<file path="config.mk">
export PLATFORM = sky130hd
export DESIGN_NAME = ctrl_pipe_flat
export DESIGN_NICKNAME = d
export VERILOG_FILES = /design/src/rtl/ctrl_pipe_pkg.sv /design/src/rtl/ctrl_pipe_if.sv /design/src/rtl/ctrl_pipe_stage.sv /design/src/rtl/ctrl_pipe.sv /design/src/flat_wrapper.sv
export SDC_FILE = /design/constraint.sdc
export NUM_CORES = 1
export LEC_CHECK = 0
export ABC_AREA = 1
export BUFFER_PORTS_ARGS = -buffer_cell sky130_fd_sc_hd__buf_2
export CAP_MARGIN = 20
export CORE_ASPECT_RATIO = 0.5
export CORE_MARGIN = 2
export CORE_UTILIZATION = 51
export CTS_BUF_LIST = sky130_fd_sc_hd__clkbuf_8
export DETAILED_ROUTE_END_ITERATION = 10
export PLACE_DENSITY_LB_ADDON = 0.08
export SLEW_MARGIN = 20
export SYNTH_ARGS = -nofsm -noshare
export SYNTH_HDL_FRONTEND = slang
export SYNTH_SLANG_ARGS = --single-unit
</file>
<file path="constraint.sdc">
create_clock -name clk -period 1.5 [get_ports clk]
set_clock_uncertainty 0.2 [all_clocks]
set_input_delay 0.15 -clock clk [delete_from_list [all_inputs] [get_ports clk]]
set_output_delay 0.15 -clock clk [all_outputs]
set_load 0.1 [all_outputs]
</file>
<file path="src/rtl/ctrl_pipe_pkg.sv">
// -----------------------------------------------------------------------------
// ctrl_pipe_pkg
// Shared definitions for the control-signal pipeline:
//   - default control-word width and the control bit-index map
//   - default kill mask built from that map (PCSrc / RegWrite / MemWrite)
//   - stage index names for the classic D/E/M/W core
//   - per-stage next-state select encoding and its priority function
// Optional feature macro used by the design: CTRL_PIPE_PERF_EN.
// -----------------------------------------------------------------------------
package ctrl_pipe_pkg;

  // Default geometry.
  localparam int CTRL_WIDTH  = 27;
  localparam int CTRL_STAGES = 4;

  // Control-word bit map.
  localparam int BIT_PCSRC      = 0;
  localparam int BIT_REGW       = 1;
  localparam int BIT_MEMTOREG   = 2;
  localparam int BIT_MEMW       = 3;
  localparam int BIT_ALUCTL_LSB = 4;
  localparam int BIT_ALUCTL_MSB = 7;
  localparam int BIT_ALUSRC     = 8;
  localparam int BIT_REGDST     = 9;
  localparam int BIT_BRANCH     = 10;

  // Bits that must be suppressed when a conditional instruction fails:
  // anything that redirects the PC or commits architectural state.
  localparam logic [CTRL_WIDTH-1:0] CTRL_KILL_MASK =
    CTRL_WIDTH'((1 << BIT_PCSRC) | (1 << BIT_REGW) | (1 << BIT_MEMW));

  // Stage index names.
  localparam int ST_D = 0;
  localparam int ST_E = 1;
  localparam int ST_M = 2;
  localparam int ST_W = 3;

  // What a stage register does on the next edge.
  typedef enum logic [1:0] {
    SEL_LOAD   = 2'd0,  // take the word from the previous stage / input
    SEL_BUBBLE = 2'd1,  // previous stage is held: insert an empty slot
    SEL_HOLD   = 2'd2,  // this stage (or a later one) is stalled
    SEL_CLEAR  = 2'd3   // flushed
  } stage_sel_e;

  // Priority: flush beats hold beats bubble beats load.
  function automatic stage_sel_e stage_select(input logic flush,
                                              input logic hold,
                                              input logic hold_prev);
    if (flush)     return SEL_CLEAR;
    if (hold)      return SEL_HOLD;
    if (hold_prev) return SEL_BUBBLE;
    return SEL_LOAD;
  endfunction

endpackage

</file>
<file path="src/rtl/ctrl_pipe_if.sv">
// -----------------------------------------------------------------------------
// ctrl_pipe_if
// Bundles the control pipeline's handshake and observation signals.
//   master : upstream/decode side - drives in_valid, in_ctrl, stall, flush,
//            cond_ok; observes stage_valid, stage_ctrl, out_valid, out_ctrl,
//            in_ready (and perf_* when CTRL_PIPE_PERF_EN is defined).
//   slave  : the pipeline itself (directions reversed).
// Signals:
//   in_valid/in_ctrl   word offered to stage 0
//   stall[i]/flush[i]  per-stage hold / invalidate
//   cond_ok            condition result for the word leaving the kill stage
//   stage_valid/ctrl   every stage register, stage i at [i*WIDTH +: WIDTH]
//   out_valid/out_ctrl last stage
//   in_ready           stage 0 accepts this cycle
// Optional macro: CTRL_PIPE_PERF_EN adds perf_bubbles/perf_flushes/perf_kills.
// -----------------------------------------------------------------------------
interface ctrl_pipe_if
  import ctrl_pipe_pkg::*;
#(
  parameter int WIDTH  = CTRL_WIDTH,
  parameter int STAGES = CTRL_STAGES
) ();

  logic                      in_valid;
  logic [WIDTH-1:0]          in_ctrl;
  logic [STAGES-1:0]         stall;
  logic [STAGES-1:0]         flush;
  logic                      cond_ok;
  logic [STAGES-1:0]         stage_valid;
  logic [STAGES*WIDTH-1:0]   stage_ctrl;
  logic                      out_valid;
  logic [WIDTH-1:0]          out_ctrl;
  logic                      in_ready;
`ifdef CTRL_PIPE_PERF_EN
  logic [31:0]               perf_bubbles;
  logic [31:0]               perf_flushes;
  logic [31:0]               perf_kills;

  modport master (
    output in_valid, in_ctrl, stall, flush, cond_ok,
    input  stage_valid, stage_ctrl, out_valid, out_ctrl, in_ready,
    input  perf_bubbles, perf_flushes, perf_kills
  );

  modport slave (
    input  in_valid, in_ctrl, stall, flush, cond_ok,
    output stage_valid, stage_ctrl, out_valid, out_ctrl, in_ready,
    output perf_bubbles, perf_flushes, perf_kills
  );
`else
  modport master (
    output in_valid, in_ctrl, stall, flush, cond_ok,
    input  stage_valid, stage_ctrl, out_valid, out_ctrl, in_ready
  );

  modport slave (
    input  in_valid, in_ctrl, stall, flush, cond_ok,
    output stage_valid, stage_ctrl, out_valid, out_ctrl, in_ready
  );
`endif

endinterface

</file>
<file path="src/rtl/ctrl_pipe_stage.sv">
// -----------------------------------------------------------------------------
// ctrl_pipe_stage
// One pipeline register: a valid bit plus a WIDTH-bit control word.
// Ports:
//   clk      rising-edge clock
//   rst_n    asynchronous active-low reset (clears valid and word)
//   i_sel    next-state select: load / bubble / hold / clear
//   i_valid  incoming valid (used on load)
//   i_ctrl   incoming word (used on load)
//   o_valid  registered valid
//   o_ctrl   registered word; always zero while o_valid is zero
// -----------------------------------------------------------------------------
module ctrl_pipe_stage
  import ctrl_pipe_pkg::*;
#(
  parameter int WIDTH = CTRL_WIDTH
) (
  input  logic             clk,
  input  logic             rst_n,
  input  stage_sel_e       i_sel,
  input  logic             i_valid,
  input  logic [WIDTH-1:0] i_ctrl,
  output logic             o_valid,
  output logic [WIDTH-1:0] o_ctrl
);

  logic             r_valid;
  logic [WIDTH-1:0] r_ctrl;

  // NOTE: reset is asynchronous (in the sensitivity list) so the whole pipe
  // empties the instant rst_n falls, without waiting for a clock edge.
  always_ff @(posedge clk or negedge rst_n) begin
    if (!rst_n) begin
      r_valid <= 1'b0;
      r_ctrl  <= '0;
    end else begin
      // NOTE: state is updated with non-blocking assignments so every stage
      // samples its neighbour's pre-edge value; blocking here would let a
      // word race through several stages in one edge.
      case (i_sel)
        SEL_CLEAR, SEL_BUBBLE: begin
          r_valid <= 1'b0;
          r_ctrl  <= '0;
        end
        SEL_LOAD: begin
          r_valid <= i_valid;
          // An invalid slot never carries nonzero control downstream.
          r_ctrl  <= i_valid ? i_ctrl : '0;
        end
        default: begin
          r_valid <= r_valid;
          r_ctrl  <= r_ctrl;
        end
      endcase
    end
  end

  assign o_valid = r_valid;
  assign o_ctrl  = r_ctrl;

endmodule

</file>
<file path="src/rtl/ctrl_pipe.sv">
// -----------------------------------------------------------------------------
// ctrl_pipe
// Parametrised control-signal pipeline (generalises the fixed D->E->M->W
// control registers). A WIDTH-bit control word plus a valid bit travel through
// STAGES registers with per-stage stall and flush, automatic bubble insertion
// behind a stall, and condition-kill of KILL_MASK bits as the word leaves
// KILL_STAGE.
// Parameters:
//   WIDTH       control word width
//   STAGES      number of stage registers (>= 2)
//   KILL_STAGE  stage whose outgoing word is gated by cond_ok (0..STAGES-2)
//   KILL_MASK   bits cleared on that transfer when cond_ok is 0
// Ports:
//   clk    rising-edge clock
//   reset  asynchronous active-low reset
//   bus    ctrl_pipe_if.slave (inputs, per-stage view, last stage, in_ready)
// Optional macro: CTRL_PIPE_PERF_EN adds 32-bit wrapping counters
//   perf_bubbles (edges the last stage takes a bubble), perf_flushes (edges
//   on which any flush hits a valid stage), perf_kills (valid words leaving
//   KILL_STAGE with cond_ok=0 and a KILL_MASK bit set).
// -----------------------------------------------------------------------------
module ctrl_pipe
  import ctrl_pipe_pkg::*;
#(
  parameter int               WIDTH      = CTRL_WIDTH,
  parameter int               STAGES     = CTRL_STAGES,
  parameter int               KILL_STAGE = ST_E,
  parameter logic [WIDTH-1:0] KILL_MASK  = WIDTH'(CTRL_KILL_MASK)
) (
  input  logic       clk,
  input  logic       reset,
  ctrl_pipe_if.slave bus
);

  logic [STAGES-1:0]       w_hold;
  stage_sel_e              w_sel       [STAGES];
  logic                    w_src_valid [STAGES];
  logic [WIDTH-1:0]        w_src_ctrl  [STAGES];
  logic                    w_q_valid   [STAGES];
  logic [WIDTH-1:0]        w_q_ctrl    [STAGES];
  logic [STAGES-1:0]       w_stage_valid;
  logic [STAGES*WIDTH-1:0] w_stage_ctrl;
  logic [WIDTH-1:0]        w_kill_gate;

  // hold[i] is the OR of stall[j] for all j >= i: a stall backs up into
  // every earlier stage. Derived from stall only, so a flushed-and-stalled
  // stage still holds the stages in front of it.
  // NOTE: every always_comb output is given a value before any branching or
  // looping so no path can leave it unassigned and infer a latch.
  always_comb begin
    w_hold = '0;
    w_hold[STAGES-1] = bus.stall[STAGES-1];
    for (int i = STAGES - 2; i >= 0; i--) begin
      w_hold[i] = bus.stall[i] | w_hold[i+1];
    end
  end

  // Bits to clear on the kill transfer: KILL_MASK when the condition failed.
  assign w_kill_gate = KILL_MASK & ~{WIDTH{bus.cond_ok}};

  for (genvar g = 0; g < STAGES; g++) begin : g_stage
    if (g == 0) begin : g_head
      assign w_src_valid[g] = bus.in_valid;
      assign w_src_ctrl[g]  = bus.in_ctrl;
      assign w_sel[g]       = stage_select(bus.flush[g], w_hold[g], 1'b0);
    end else begin : g_body
      assign w_src_valid[g] = w_q_valid[g-1];
      if (g - 1 == KILL_STAGE) begin : g_kill
        // Only the moving word is gated; a held or invalid kill stage makes
        // cond_ok irrelevant because nothing (or only zeros) moves.
        assign w_src_ctrl[g] = w_q_ctrl[g-1] & ~w_kill_gate;
      end else begin : g_pass
        assign w_src_ctrl[g] = w_q_ctrl[g-1];
      end
      assign w_sel[g] = stage_select(bus.flush[g], w_hold[g], w_hold[g-1]);
    end

    ctrl_pipe_stage #(
      .WIDTH (WIDTH)
    ) u_stage (
      .clk     (clk),
      .rst_n   (reset),
      .i_sel   (w_sel[g]),
      .i_valid (w_src_valid[g]),
      .i_ctrl  (w_src_ctrl[g]),
      .o_valid (w_q_valid[g]),
      .o_ctrl  (w_q_ctrl[g])
    );
  end

  // Flatten the per-stage view for observation.
  always_comb begin
    w_stage_valid = '0;
    w_stage_ctrl  = '0;
    for (int i = 0; i < STAGES; i++) begin
      w_stage_valid[i]              = w_q_valid[i];
      w_stage_ctrl[i*WIDTH +: WIDTH] = w_q_ctrl[i];
    end
  end

  assign bus.stage_valid = w_stage_valid;
  assign bus.stage_ctrl  = w_stage_ctrl;
  assign bus.out_valid   = w_q_valid[STAGES-1];
  assign bus.out_ctrl    = w_q_ctrl[STAGES-1];
  // Gated by reset so every output reads 0 while reset is held.
  assign bus.in_ready    = reset & ~w_hold[0];

`ifdef CTRL_PIPE_PERF_EN
  logic [31:0] r_perf_bubbles;
  logic [31:0] r_perf_flushes;
  logic [31:0] r_perf_kills;
  logic        w_ev_bubble;
  logic        w_ev_flush;
  logic        w_ev_kill;

  assign w_ev_bubble = (w_sel[STAGES-1] == SEL_BUBBLE);
  assign w_ev_flush  = |(bus.flush & w_stage_valid);
  assign w_ev_kill   = (w_sel[KILL_STAGE+1] == SEL_LOAD) &&
                       w_q_valid[KILL_STAGE] && !bus.cond_ok &&
                       (|(w_q_ctrl[KILL_STAGE] & KILL_MASK));

  // Counters wrap naturally at 2^32.
  always_ff @(posedge clk or negedge reset) begin
    if (!reset) begin
      r_perf_bubbles <= '0;
      r_perf_flushes <= '0;
      r_perf_kills   <= '0;
    end else begin
      if (w_ev_bubble) r_perf_bubbles <= r_perf_bubbles + 32'd1;
      if (w_ev_flush)  r_perf_flushes <= r_perf_flushes + 32'd1;
      if (w_ev_kill)   r_perf_kills   <= r_perf_kills + 32'd1;
    end
  end

  assign bus.perf_bubbles = r_perf_bubbles;
  assign bus.perf_flushes = r_perf_flushes;
  assign bus.perf_kills   = r_perf_kills;
`endif

endmodule

</file>
<file path="src/flat_wrapper.sv">
// flat-port wrapper written by rule: the top's interface ports become plain ports
module ctrl_pipe_flat import ctrl_pipe_pkg::*;
#(
  parameter int               WIDTH      = CTRL_WIDTH,
  parameter int               STAGES     = CTRL_STAGES,
  parameter int               KILL_STAGE = ST_E,
  parameter logic [WIDTH-1:0] KILL_MASK  = WIDTH'(CTRL_KILL_MASK)
)
  (clk, reset, bus_in_valid, bus_in_ctrl, bus_stall, bus_flush, bus_cond_ok, bus_stage_valid, bus_stage_ctrl, bus_out_valid, bus_out_ctrl, bus_in_ready);
  ctrl_pipe_if #(.WIDTH(WIDTH), .STAGES(STAGES)) bus_i ();
  input  logic clk;
  input  logic reset;
  input wire logic [$bits(bus_i.in_valid)-1:0] bus_in_valid;
  input wire logic [$bits(bus_i.in_ctrl)-1:0] bus_in_ctrl;
  input wire logic [$bits(bus_i.stall)-1:0] bus_stall;
  input wire logic [$bits(bus_i.flush)-1:0] bus_flush;
  input wire logic [$bits(bus_i.cond_ok)-1:0] bus_cond_ok;
  output wire logic [$bits(bus_i.stage_valid)-1:0] bus_stage_valid;
  output wire logic [$bits(bus_i.stage_ctrl)-1:0] bus_stage_ctrl;
  output wire logic [$bits(bus_i.out_valid)-1:0] bus_out_valid;
  output wire logic [$bits(bus_i.out_ctrl)-1:0] bus_out_ctrl;
  output wire logic [$bits(bus_i.in_ready)-1:0] bus_in_ready;
  assign bus_i.in_valid = bus_in_valid;
  assign bus_i.in_ctrl = bus_in_ctrl;
  assign bus_i.stall = bus_stall;
  assign bus_i.flush = bus_flush;
  assign bus_i.cond_ok = bus_cond_ok;
  assign bus_stage_valid = bus_i.stage_valid;
  assign bus_stage_ctrl = bus_i.stage_ctrl;
  assign bus_out_valid = bus_i.out_valid;
  assign bus_out_ctrl = bus_i.out_ctrl;
  assign bus_in_ready = bus_i.in_ready;
  ctrl_pipe #(.WIDTH(WIDTH), .STAGES(STAGES), .KILL_STAGE(KILL_STAGE), .KILL_MASK(KILL_MASK)) u_core (.clk(clk), .reset(reset), .bus(bus_i));
endmodule
</file>
==> metrics <==
Syn Area/Cell=9.24 µm²; Sequential Power Share=0.596; most area-consuming cells after synthesis=dfrtp_1 (59%), o21ai_0 (11%), nand3_1 (9.5%), nand2_1 (8.1%), buf_4 (5.1%); largest family of logic cells by synthesized area=simple AND/OR/NAND/NOR gates; Logic pwr share=0.095; Clock Power Share=0.309; Cells after Synth=514; fill count=652; cell family with most CP delay=buffers and inverters; hold_ws=0.0589 ns; post-synth top area share=0.590; most frequent cell after synthesis=dfrtp_1; post-route ant nets=0; crit path time final=1.53 ns; CP Class=flip-flop to output port; pre-CTS setup slack=-0.00821 ns; layout cell share with drive strength beyond 1=0.362; PwrDens=763 nW/µm²; Critical Path Max Stage Delay=0.43 ns; post-route cell area=6680 µm²; Synth Area in Adders=0; dpl cell area=5830 µm²; Total Nets Final=735; sum of negative setup slack=-0.0526 ns; crit-path max FO=3; reg-to-reg slack, setup=0.17 ns; TritonCTS Buffers=9; wire length per cell=16.8 µm; Ys Warns=0; Pint=3.79 mW; number of synthesized register bits=112; violated checks=negative setup slack; sequential share of the synthesized area=0.590; DRT Wirelength=13.7 mm; CTS max path bufs=2; clk sink count=112; area share of and/or/nand/nor cells after synthesis=0.189; arrival time worst endpoint=1.18 ns; RSZ-0062 raised after global routing=yes; fin cells=818; first-pass GRT wire length=21.7 mm; Layout area overhead=40.6%; FF-to-FF Start=u_core.g_stage[0].u_stage.o_valid$_DFFE_PN0P_; CP Launch Type=flip-flop; fraction of registers with async set/reset=1.00; reg2reg path depth=5; Max-cap violations=0; leading area contributor after synthesis=dfrtp_1; row cnt=24; Synth Area in Compound Gates=0.111; Final period util=1.02; Post-Route Utilization=0.752; RR Endpoint=u_core.g_stage[1].u_stage.o_ctrl[13]$_DFFE_PN0P_; DR iter-0 viols=290; GR Overflow Total=0; post-synth cell types=17; final RePlAce weighted congestion=0.886; die width=140 µm; worst path bufs/invs=1; die area=10,200 µm²; vias in the first global route=4,144; Post-synth EDFFs=0; GRT Util Overall=0.275; slew of the pin with the lowest slew margin=0.584 ns; Die H=72.2 µm; synth cell count leaders=dfrtp_1 (112), nand2_1 (103), o21ai_0 (100), nand3_1 (90), inv_1 (33); synthesized cell area=4750 µm²; max_slew headroom=0.610; Worst setup EP type=output port; post-synthesis mux area share=0; DRC viols=0; CTS H-tree lvls=3; DPL Wire Length=8.92 mm; initial core utilization=0.534; Sw Ratio=0.255; antenna cells=0; largest net degree at the start of global routing=50; VDD IR max=0.594 mV; Leakage=3.25 nW; worst hold endpoint=u_core.g_stage[2].u_stage.o_valid$_DFFE_PN0P_; Hold Violations, Final=0; Worst-path clk slew=0.10 ns; Top FF cell, synth=dfrtp_1; Skew-Pair Late Insertion Delay=0.36 ns; vias per inst=5.26; via count=4,304; total power=5.10 mW; Hold Path Depth=4; Core ar.=8890 µm²; clk root buf=clkbuf_8; Synthesized Nets=553; fin. max-slew vios=0; Req. time, crit path=1.15 ns; CP Cell Sequence=buf_2; min-delay worst type=input port to flip-flop; I/O pins=180; Hold Startpoint=bus_flush[2]; XOR/XNOR Fraction of Synth Area=0; Fmax=655 MHz; initial antenna violation count=0; number of detailed-route iterations in the first pass=5; Setup violations, final=2; NetSw=1.30 mW; fin worst setup slack=-0.0267 ns; port bufs=179; status=finished, violations left; Critical-path top delay cell=buf_2; CTS tree=done; placed insts=769
## power groups by stage
stage               registers (mW)  logic (mW)  clock network [mW]
floorplan                     3.16       0.136                   0
global placement              3.09       0.406                   0
detailed placement            3.09       0.410                   0
CTS                           3.03       0.475                1.61
global route                  3.04       0.527                1.72
finish                        3.03       0.485                1.58
## worst max path at each step
stage                                                      from                                                to  slack (ns)  depth (start not counted)
2_1_floorplan   u_core.g_stage[1].u_stage.o_ctrl[0]$_DFFE_PN0P_   u_core.g_stage[2].u_stage.o_ctrl[0]$_DFFE_PN0P_       0.009                          2
3_3_place_gp                                       bus_stall[2]  u_core.g_stage[0].u_stage.o_ctrl[19]$_DFFE_PN0P_        0.08                          5
3_5_place_dp                                       bus_stall[2]  u_core.g_stage[0].u_stage.o_ctrl[19]$_DFFE_PN0P_      -0.008                          5
4_1_cts         u_core.g_stage[3].u_stage.o_ctrl[7]$_DFFE_PN0P_                                   bus_out_ctrl[7]       -0.04                          1
5_1_grt        u_core.g_stage[3].u_stage.o_ctrl[24]$_DFFE_PN0P_                               bus_stage_ctrl[105]       -0.07                          1
6_report       u_core.g_stage[3].u_stage.o_ctrl[24]$_DFFE_PN0P_                               bus_stage_ctrl[105]       -0.03                          1
## timing repair
action | in CTS | in global routing
endpoints found under the hold margin | 142 | 0
cloned | 0 | 1
hold buffers | 29 | 0
endpoints found under the setup margin | 127 | 12
buffers inserted | 1 | 2
gates resized for setup | 122 | 12
## routing by layer
| layer | wire, µm | part of all wire | vias to the layer above | global-route usage |
|---|---|---|---|---|
| met2 | 6450 | 0.47 | 176 | 0.459 |
| met1 | 6160 | 0.45 | 2084 | 0.386 |
| met5 | 0 | 0 | - | 0 |
| met3 | 1040 | 0.076 | 9 | 0.0594 |
| li1 | - | - | 2035 | - |
| met4 | 87 | 0.0063 | 0 | 0.0489 |
## cells in the final DEF, fill, tap and decap left out
cell	netlist	routed
nor2_2	0	1
clkbuf_8	0	9
inv_2	1	1
buf_2	13	39
buf_4	32	141
clkinvlp_4	0	1
dfrtp_1	112	83
dlygate4sd3_1	0	29
nand2_1	103	103
clkinv_4	0	1
dfrtp_2	0	29
clkinv_2	0	1
buf_16	0	1
o21ai_1	5	5
nand4_4	2	2
inv_1	33	36
nand3_1	90	90
buf_12	0	15
clkbuf_4	0	9
clkbuf_16	0	1
nor2_4	1	2
o21ai_0	100	100
inv_6	0	1
clkinv_1	1	1
## cells by family after synthesis
kind of cell / Yosys count
buf+inv: 99
flops: 112
simple gates: 198
compound gates: 105
## layout make-up
type	instances	area (µm²)	area share
timing repair buffer	235	1960	0.294
inverter	35	131	0.0197
tap	117	146	0.0219
clock buffer	9	124	0.0185
multi-input combinational	303	1430	0.215
clock inverter	7	41.3	0.00618
sequential	112	2840	0.425
## flip-flops by register name (all words and copies together), names as in the netlist
register,flops
u_core.g_stage.u_stage.o_ctrl,108
u_core.g_stage.u_stage.o_valid,4
No activity file was read; power rests on OpenSTA's default activity.
